[src/rtl/unified_mem_arbiter.sv]
// unified_mem_arbiter: shares one fixed-latency memory between the
// fetch port and the data port, with per-port done pulses and stalls.
module unified_mem_arbiter #(
    parameter int unsigned MEM_LAT = 1,
    parameter int unsigned ADDR_W  = 32,
    parameter int unsigned DATA_W  = 32
) (
    input  logic              clk,
    input  logic              rst,
    input  logic              if_req,
    input  logic [ADDR_W-1:0] if_addr,
    output logic [DATA_W-1:0] if_rdata,
    output logic              if_done,
    output logic              if_err,
    input  logic              d_req,
    input  logic              d_we,
    input  logic [ADDR_W-1:0] d_addr,
    input  logic [DATA_W-1:0] d_wdata,
    output logic [DATA_W-1:0] d_rdata,
    output logic              d_done,
    output logic              d_err,
    output logic              mem_en,
    output logic              mem_we,
    output logic [ADDR_W-1:0] mem_addr,
    output logic [DATA_W-1:0] mem_wdata,
    input  logic [DATA_W-1:0] mem_rdata,
    output logic              stall_if,
    output logic              stall_mem
);

    localparam int CNT_W = 4;

    typedef enum logic [1:0] {
        IDLE,
        BUSY_I,
        BUSY_D,
        ERR
    } state_t;

    state_t            state, state_nxt;
    logic [CNT_W-1:0]  cnt, cnt_nxt;
    logic              en_q, en_nxt;
    logic              we_q, we_nxt;
    logic [ADDR_W-1:0] addr_q, addr_nxt;
    logic [DATA_W-1:0] wdata_q, wdata_nxt;
    logic [DATA_W-1:0] if_rdata_q, if_rdata_nxt;
    logic [DATA_W-1:0] d_rdata_q, d_rdata_nxt;
    logic              if_done_q, if_done_nxt;
    logic              d_done_q, d_done_nxt;
    logic              if_err_q, if_err_nxt;
    logic              d_err_q, d_err_nxt;
    logic              grant_d;
    logic              grant_i;

    // A port finishing this cycle sits out arbitration; data beats fetch.
    assign grant_d = d_req & ~d_done_q;
    assign grant_i = if_req & ~if_done_q & ~grant_d;

    // State register and all registered outputs.
    always_ff @(posedge clk) begin
        if (rst) begin
            state      <= IDLE;
            cnt        <= '0;
            en_q       <= 1'b0;
            we_q       <= 1'b0;
            addr_q     <= '0;
            wdata_q    <= '0;
            if_rdata_q <= '0;
            d_rdata_q  <= '0;
            if_done_q  <= 1'b0;
            d_done_q   <= 1'b0;
            if_err_q   <= 1'b0;
            d_err_q    <= 1'b0;
        end else begin
            state      <= state_nxt;
            cnt        <= cnt_nxt;
            en_q       <= en_nxt;
            we_q       <= we_nxt;
            addr_q     <= addr_nxt;
            wdata_q    <= wdata_nxt;
            if_rdata_q <= if_rdata_nxt;
            d_rdata_q  <= d_rdata_nxt;
            if_done_q  <= if_done_nxt;
            d_done_q   <= d_done_nxt;
            if_err_q   <= if_err_nxt;
            d_err_q    <= d_err_nxt;
        end
    end

    // Next-state: grant in IDLE, count down in BUSY, flag errors.
    always_comb begin
        state_nxt    = state;
        cnt_nxt      = cnt;
        en_nxt       = 1'b0;
        we_nxt       = we_q;
        addr_nxt     = addr_q;
        wdata_nxt    = wdata_q;
        if_rdata_nxt = '0;
        d_rdata_nxt  = '0;
        if_done_nxt  = 1'b0;
        d_done_nxt   = 1'b0;
        if_err_nxt   = 1'b0;
        d_err_nxt    = 1'b0;
        unique case (state)
            IDLE: begin
                if (grant_d) begin
                    if (d_addr[1:0] != 2'b00) begin
                        state_nxt  = ERR;
                        d_done_nxt = 1'b1;
                        d_err_nxt  = 1'b1;
                    end else begin
                        state_nxt = BUSY_D;
                        cnt_nxt   = CNT_W'(MEM_LAT);
                        en_nxt    = 1'b1;
                        we_nxt    = d_we;
                        addr_nxt  = {d_addr[ADDR_W-1:2], 2'b00};
                        wdata_nxt = d_wdata;
                    end
                end else if (grant_i) begin
                    if (if_addr[1:0] != 2'b00) begin
                        state_nxt   = ERR;
                        if_done_nxt = 1'b1;
                        if_err_nxt  = 1'b1;
                    end else begin
                        state_nxt = BUSY_I;
                        cnt_nxt   = CNT_W'(MEM_LAT);
                        en_nxt    = 1'b1;
                        we_nxt    = 1'b0;
                        addr_nxt  = {if_addr[ADDR_W-1:2], 2'b00};
                        wdata_nxt = '0;
                    end
                end
            end
            BUSY_I: begin
                cnt_nxt = cnt - CNT_W'(1);
                if (cnt == CNT_W'(1)) begin
                    state_nxt    = IDLE;
                    if_rdata_nxt = mem_rdata;
                    if_done_nxt  = 1'b1;
                end
            end
            BUSY_D: begin
                cnt_nxt = cnt - CNT_W'(1);
                if (cnt == CNT_W'(1)) begin
                    state_nxt   = IDLE;
                    d_rdata_nxt = we_q ? '0 : mem_rdata;
                    d_done_nxt  = 1'b1;
                end
            end
            ERR: begin
                state_nxt = IDLE;
            end
            default: begin
                state_nxt = IDLE;
            end
        endcase
    end

    // Strobes are masked during reset so a pending write never issues.
    assign mem_en    = en_q & ~rst;
    assign mem_we    = en_q & we_q & ~rst;
    assign mem_addr  = addr_q;
    assign mem_wdata = wdata_q;

    assign if_rdata  = if_rdata_q;
    assign if_done   = if_done_q;
    assign if_err    = if_err_q;
    assign d_rdata   = d_rdata_q;
    assign d_done    = d_done_q;
    assign d_err     = d_err_q;

    assign stall_if  = if_req & ~if_done_q;
    assign stall_mem = d_req & ~d_done_q;

endmodule
[config.mk]
export PLATFORM = sky130hd
export DESIGN_NAME = unified_mem_arbiter
export DESIGN_NICKNAME = d
export VERILOG_FILES = /design/src/rtl/unified_mem_arbiter.sv
export SDC_FILE = /design/constraint.sdc
export NUM_CORES = 1
export LEC_CHECK = 0
export ABC_AREA = 1
export CAP_MARGIN = 15
export CORE_MARGIN = 2
export CORE_UTILIZATION = 39
export DETAILED_ROUTE_END_ITERATION = 16
export PLACE_DENSITY = 0.8
export SYNTH_ARGS = -nofsm -noshare
export SYNTH_HDL_FRONTEND = slang
export SYNTH_SLANG_ARGS = --single-unit
[constraint.sdc]
create_clock -name clk -period 1.9 [get_ports clk]
set_input_delay 0.19 -clock clk [delete_from_list [all_inputs] [get_ports clk]]
set_output_delay 0.19 -clock clk [all_outputs]
set_load 0.01 [all_outputs]
# Yosys cells after proc, flatten, opt, wreduce, memory -nomap -nowiden
# Index checks and enable logic that the tools add are counted.
dict set report op_classes {
  addsub 1
  multipliers 0
  div 0
  order_cmp 0
  eq_ne 10
  n_shift 0
  n_mux 35
  bitwise 14
  reduce_logical 12
}
# op n
set ops {}
lappend ops {{$mux W32} 8}
lappend ops {{$mux W4} 4}
lappend ops {{$mux W1} 15}
lappend ops {{$ne A3 B3 Y1 const B} 3}
lappend ops {{$mux W2} 4}
lappend ops {{$not A1 Y1} 8}
lappend ops {{$pmux W4 S2} 1}
lappend ops {{$reduce_and A4 Y1} 2}
lappend ops {{$reduce_bool A2 Y1} 4}
lappend ops {{$and A1 B1 Y1} 6}
lappend ops {{$pmux W2 S3} 1}
lappend ops {{$eq A2 B2 Y1 const B} 2}
lappend ops {{$eq A4 B1 Y1 const B} 1}
lappend ops {{$ne A2 B2 Y1 const B} 2}
lappend ops {{$pmux W1 S2} 2}
lappend ops {{$reduce_or A2 Y1} 2}
lappend ops {{$reduce_or A4 Y1} 1}
lappend ops {{$sub A4 B1 Y4 const B} 1}
lappend ops {{$reduce_or A3 Y1} 1}
lappend ops {{$eq A2 B1 Y1 const B} 1}
lappend ops {{$logic_not A2 Y1} 1}
lappend ops {{$ne A2 B1 Y1 const B} 1}
lappend ops {{$reduce_and A2 Y1} 1}
dict set report totals {
  ff_bits 140
  latchBits 0
  ramBits 0
  mem_bits_ro 0
  inputBits 133
  out_inout_bits 136
  word_cells 84
  n_memories 0
}

# Longest topological paths before layout
# Gate-level depths: netlist of the first run.
dict set report logic_depth {
  ltp_word 7
  depth_mapped 9
  mapped_depth_nobuf 9
}

# Least setup slack after synthesis of the first run
# Ideal clock, no wire load.
dict set report synth_timing {
  path_kind {register -> register}
  from {register state[0]}
  to {register wdata_q[22], in the netlist mem_wdata[22]}
  setup_time_ns 0.115
  arrival_time_ns 1.317
  slack_ns 0.468
  path_stages_with_launch 10
  period_less_slack_ns 1.432
  cell_sequence {dfxtp_1 inv_1 ha_1 inv_1 a21oi_4 nand2_4 buf_6 buf_4 nand3_1 o21ai_2}
}
dict set report synth_between {
  elab_chain_cells 2
}
# element line_no
set synth_lines {}
lappend synth_lines {{start, declared} 40} ;# state_t state, state_nxt;
lappend synth_lines {{start signal, assigned} 75} ;# state <= state_nxt;
lappend synth_lines {{$logic_not A2 Y1} 104} ;# unique case (state)
lappend synth_lines {{$reduce_and A4 Y1 (no source line)} -}
lappend synth_lines {{end signal, assigned} 80} ;# wdata_q <= wdata_nxt;
lappend synth_lines {{end, declared} 45} ;# logic [DATA_W-1:0] wdata_q, wdata_nxt;
# No other way between the ends.
# A chain may end at the register's enable or synchronous reset.

# Final worst setup path of the first run
dict set report layout_timing {
  from {register we_q}
  to {output mem_we}
}
dict set report layout_between {
  elab_chain_cells 2
}
# element line_no
set layout_lines {}
lappend layout_lines {{start, declared} 43} ;# logic we_q, we_nxt;
lappend layout_lines {{start signal, assigned} 78} ;# we_q <= we_nxt;
lappend layout_lines {{$and A1 B1 Y1 (2 in a row)} 161} ;# assign mem_we = en_q & we_q & ~rst;
lappend layout_lines {{end, declared} 23} ;# output logic mem_we,
# No other way between the ends.

==> flow_metrics.tcl, run 1 <==
set metrics [dict create \
    worst_hold_startpoint "mem_rdata[2]" \
    wirelength_mm 15.1 \
    synthCells 642 \
    ant_nets 0 \
    crit_type "reg -> out" \
    run_status "finished clean" \
    crit_required_ns 1.71 \
    synthArstFlopShare_pct 0 \
    ys_warn_count 0 \
    cts-hold-fix-buffers 0 \
    hpwlAfterDp_mm 10.9 \
    vias 4916 \
    cts_setup_buffers 0 \
    grt_pass1_wl_mm 23.9 \
    synth_cell_type_count 24 \
    dieWidth_um 118 \
    crit_path_end_kind "output port" \
    nNetsFinal 1046 \
    core_sq_um 12700 \
    hold_viol 0 \
    power.leakage_nw 3.65 \
    synth_edf_count 0 \
    setup-tns-final_ns 0 \
    synth_area_sq_um 5070 \
    clkTransAtPathRegs_ns 0.06 \
    start_kind "flop" \
    clock-sinks 138 \
    max_cap_violations 0 \
    worstHoldPathType "in -> reg" \
    r2r_end "mem_addr[9]" \
    max-clock-path-buffers 2 \
    cp_data_arrival_time_ns 1.58 \
    finalCriticalPeriod_ns 1.77 \
    antenna-diode-count 0 \
    power_density_nw_per_um2 1060 \
    gp_congestion 0.843 \
    h-tree-depth 4 \
    clock_latency_ns 0.41 \
    setup_viol 0 \
    synth_top_area_share_pct 54.4 \
    worstHoldPathCells 3 \
    ys_seq_elements 138 \
    post_cts_resized 0 \
    synth_top_cell_by_area "dfxtp_1" \
    fmax_mhz 563 \
    netlist_top_cells_area "dfxtp_1, nand2_1, nor2_1" \
    fillers 1058 \
    drtPass1Iterations 4 \
    rsz0062_at_grt "false" \
    r2r-start "state[0]" \
    initial_core_util_pct 40.1 \
    areaGrowthSynthToFinish_pct 68.8 \
    clock_skew_ns 0.00617 \
    wl_per_cell_um 13.8 \
    critPathMaxFanout 2 \
    rows 41 \
    max-vdd-ir-drop_v 0.000568 \
    drv_slew 0 \
    fin_crit_sh_pct 93.4 \
    holdPathEnd "d_rdata[2]" \
    cts_buffers 17 \
    antenna_found_initial 0 \
    vias_per_cell 4.51 \
    tritoncts "done" \
    r2r_slack_ns 0.22 \
    synthFlopType "dfxtp_1" \
    root_buffer "clkbuf_16" \
    die_h_um 118 \
    ios 269 \
    worstRegToRegCells 9 \
    io_buffers 266 \
    grt_pass1_vias 4809 \
    drive_gt1_share_pct 9.14 \
    p_total_mw 9.07 \
    final_core_utilization_pct 67.6 \
    dr.first_iter.drc_count 284 \
    ys_seq_area_share_pct 54.4 \
    grt.total_usage_pct 21.8 \
    dieArea_sq_um 13900 \
    grt_max_degree 40 \
    avgSynthCellArea_sq_um 7.90 \
    grt_overflow 0 \
    post-synth-top-count-cell "nand2_1" \
    synthTopCellsByCount "nand2_1, nor2_1, dfxtp_1, inv_1, nand3_1" \
    drc 0 \
]
kinds of logic (layout without fill, tap and decap cells):
family                     after synthesis  in the layout  synth area share, %
DFF                                    138            138                 54.4
adders and majority gates                5              5                 1.23
buffers and inverters                   90            366                 8.48
AOI/OAI and AO/OA                       70             70                 9.12
other                                    1              2               0.0739
and+or+nand+nor                        338            338                 26.7
worst max-delay path: stages, from the launching register on:
cell and delay [ns]:
dfxtp_1 0.32, inv_1 0.06, nor3_1 0.18, clkdlybuf4s50_1 0.61
power breakdown:
part	internal [mW]	leakage [nW]	switching [mW]
Clock	2.45	0.312	1.22
Sequential	3.17	1.12	0.124
Combinational	1.02	2.22	1.10
Total	6.63	3.65	2.44
through the flow:
step | instances | hold WS (ns) | worst slack (ns) | instance area (sq um)
2_1_floorplan | 643 | 0.259 | 0.468 | 5080
3_3_place_gp | 1061 | 0.463 | 0.160 | 7920
3_5_place_dp | 1061 | 0.473 | 0.102 | 7920
4_1_cts | 1091 | 0.307 | 0.0825 | 8570
5_1_grt | 1091 | 0.321 | 0.0472 | 8570
6_report | 1091 | 0.322 | 0.125 | 8570
worst max path at each step:
stage / from / end / slack, ns
6_report: we_q / mem_we / 0.13
3_5_place_dp: d_req / mem_addr[9] / 0.10
3_3_place_gp: d_req / mem_addr[29] / 0.16
4_1_cts: we_q / mem_we / 0.08
2_1_floorplan: state[0] / mem_wdata[22] / 0.47
5_1_grt: state[0] / mem_addr[4] / 0.05
flip-flops by register name, summed over array words and instances (netlist names):
signal / count
state: 2
if_done: 1
en_q: 1
mem_wdata: 32
mem_addr: 30
if_rdata: 32
cnt: 4
d_done: 1
we_q: 1
if_err: 1
d_rdata: 32
d_err: 1
per-layer routing:
layer	GRT usage, %	up-vias	part of all wire, %
li1	-	2508	-
met1	23.3	2179	40
met2	37.9	195	49
met3	7.85	34	7.5
met4	10.6	0	3.0
met5	0	-	0
cells in the final DEF, fill, tap and decap left out:
master and n:
clkinv_4 1, nand2_1 145, clkbuf_16 17, nand3_1 45, o21ai_1 3, nor2_4 1, inv_6 1, or2_2 1
nor3_1 2, o21ai_0 34, ha_1 5, nand2_4 2, clkinv_2 3, buf_12 4, bufinv_16 6, clkdlybuf4s50_1 266
inv_2 2, nand4_1 1, clkbuf_1 1, dfxtp_1 138, buf_4 14, inv_1 49, conb_1 2, a21oi_1 5
nand2_2 2, a21oi_4 1, nor2_1 139, o21ai_2 27, clkinvlp_4 2
final cells by class:
type / instances / area [sq um] / share of cell area (%)
Clock inverter: 12 / 223 / 2.60
Inverter: 52 / 196 / 2.29
Tap cell: 172 / 215 / 2.51
Sequential cell: 138 / 2760 / 32.2
Clock buffer: 18 / 429 / 5.01
Timing Repair Buffer: 284 / 2850 / 33.2
Multi-Input combinational cell: 415 / 1890 / 22.1
Power figures use the tool's default switching activity.
==> run 2: changes to the inputs <==
--- a/config.mk
+++ b/config.mk
@@ -7,10 +7,13 @@
 export LEC_CHECK = 0
 export ABC_AREA = 1
 export CAP_MARGIN = 15
+export CELL_PAD_IN_SITES_DETAIL_PLACEMENT = 0
+export CELL_PAD_IN_SITES_GLOBAL_PLACEMENT = 2
 export CORE_MARGIN = 2
-export CORE_UTILIZATION = 39
+export CORE_UTILIZATION = 21
+export CTS_BUF_LIST = sky130_fd_sc_hd__clkbuf_8
 export DETAILED_ROUTE_END_ITERATION = 16
-export PLACE_DENSITY = 0.8
+export PLACE_DENSITY = 0.81
 export SYNTH_ARGS = -nofsm -noshare
 export SYNTH_HDL_FRONTEND = slang
 export SYNTH_SLANG_ARGS = --single-unit
==> run 2 against run 1 <==
  * Core utilization decreased by 31 points
  * First-iteration DRC count decreased by 20%
  * Hold slack got worse by 0.025 ns
  * Sequential share of layout area decreased by 0.10 points
  * Via count decreased by 3.0%
  * Clock skew increased by 0.0019 ns
  * Wire length increased by 8.7%
  * Non-clock buffer count increased by 2
  * Fmax increased by 5.1%
==> flow_metrics.tcl, run 2 (synthesis results as in run 1) <==
set metrics [dict create \
    cp_data_arrival_time_ns 1.50 \
    r2r_slack_ns 0.25 \
    path_delay_family "buffers and inverters" \
    cp_cell_sequence "clkdlybuf4s50_1" \
    dieArea_sq_um 25400 \
    critPathMaxFanout 3 \
    r2r_end "cnt[1]" \
    worstHoldPathType "in -> reg" \
    clock-sinks 138 \
    nNetsFinal 1048 \
    crit_required_ns 1.71 \
    clock_latency_ns 0.43 \
    grt_overflow 0 \
    vias 4769 \
    register_area_sq_um 2760 \
    cts_buffers 17 \
    fin_crit_sh_pct 88.9 \
    vias_per_cell 3.84 \
    max_cap_violations 0 \
    gp_congestion 0.750 \
    crit_path_end_kind "output port" \
    core_sq_um 23600 \
    run_status "finished clean" \
    power.leakage_nw 3.62 \
    cp_num_buf_inv 1 \
    clkTransAtPathRegs_ns 0.09 \
    grt_pass1_wl_mm 26.1 \
    ios 269 \
    clock_skew_ns 0.00804 \
    dr.first_iter.drc_count 227 \
    ant_nets 0 \
    finalCriticalPeriod_ns 1.69 \
    areaGrowthSynthToFinish_pct 69.4 \
    drc 0 \
    cts-hold-fix-buffers 0 \
    cts_setup_buffers 0 \
    wl_per_cell_um 13.2 \
    max-vdd-ir-drop_v 0.000401 \
    power_density_nw_per_um2 952 \
    grt_max_degree 41 \
    hpwlAfterDp_mm 11.9 \
    stdcell_count 1242 \
    setup-tns-final_ns 0 \
    root_buffer "clkbuf_8" \
    drtPass1Iterations 4 \
    worstHoldPathCells 3 \
    antenna-diode-count 0 \
    dieWidth_um 159 \
    wirelength_mm 16.4 \
    die_h_um 159 \
    rsz0062_at_grt "false" \
    r2r-start "state[0]" \
    fillers 2506 \
    worst_hold_startpoint "mem_rdata[25]" \
    crit_type "reg -> out" \
    tritoncts "done" \
    multi_input_area_sq_um 1890 \
    antenna_found_initial 1 \
    initial_core_util_pct 21.5 \
    grt.total_usage_pct 13.0 \
    critPathMaxStageDelay_ns 0.65 \
    io_buffers 266 \
    worstRegToRegCells 10 \
    fmax_mhz 592 \
    mostFrequentLayoutCells "clkdlybuf4s50_1, nand2_1, nor2_1" \
    setup_viol 0 \
    dp_cells 1210 \
    layout_commonest_cell "clkdlybuf4s50_1" \
    rows 56 \
    cp_slowest_cell "clkdlybuf4s50_1" \
    h-tree-depth 4 \
    hold_viol 0 \
    drv_slew 0 \
    max-clock-path-buffers 2 \
    grt_pass1_vias 4687 \
    holdPathEnd "if_rdata[25]" \
    start_kind "flop" \
    drive_gt1_share_pct 9.53 \
]
==> run 2: cell type report <==
| class | count | share of cell area [%] |
|---|---|---|
| multi-input cells | 415 | 22.0 |
| inverters | 52 | 2.29 |
| clock buffers | 17 | 2.72 |
| clock inverters | 15 | 2.49 |
| repair buffers | 286 | 33.7 |
| well taps | 319 | 4.64 |
| flip-flops and latches | 138 | 32.1 |
==> run 2: worst max-delay path by stage <==
stage / start / endpoint / slack [ns] / depth (start not counted)
6_report: d_done / d_done / 0.21 / 1
5_1_grt: state[0] / cnt[0] / 0.11 / 10
4_1_cts: if_done / stall_if / 0.02 / 4
3_5_place_dp: d_addr[0] / mem_wdata[21] / 0.09 / 10
3_3_place_gp: if_addr[1] / cnt[3] / 0.08 / 11
2_1_floorplan: state[0] / mem_wdata[22] / 0.47 / 9
==> run 2: report_power, final <==
part / leakage (nW) / internal (mW) / switching [mW] / total (mW)
sequential: 1.12 / 3.16 / 0.125 / 3.28
combinational: 2.28 / 1.04 / 1.12 / 2.16
clock: 0.223 / 1.47 / 1.27 / 2.74
total: 3.62 / 5.66 / 2.52 / 8.18
==> run 2: per-stage QoR <==
step | utilization [%] | area, sq um | setup slack (ns) | hold slack (ns) | power [mW]
global placement | 34.5 | 8140 | 0.0840 | 0.461 | 5.55
finish | 36.4 | 8590 | 0.211 | 0.297 | 8.18
CTS | 36.4 | 8590 | 0.0159 | 0.253 | 8.38
detailed placement | 34.5 | 8140 | 0.0943 | 0.470 | 5.55
global route | 36.4 | 8590 | 0.108 | 0.269 | 8.74
floorplan | - | 5080 | 0.468 | 0.259 | 4.49
==> run 2: what timing repair did <==
action / 4_1_cts / 5_1_grt
endpoints found under the setup margin: 0 / 3
resized for setup: 0 / 3
hold endpoints to repair: 0 / 0
==> run 2: layer usage <==
metal  track usage (%)  routed length (um)
met3              4.12                 998
met4              4.46                 221
met2              21.7                7770
met1              15.9                7380
met5                 0                   0
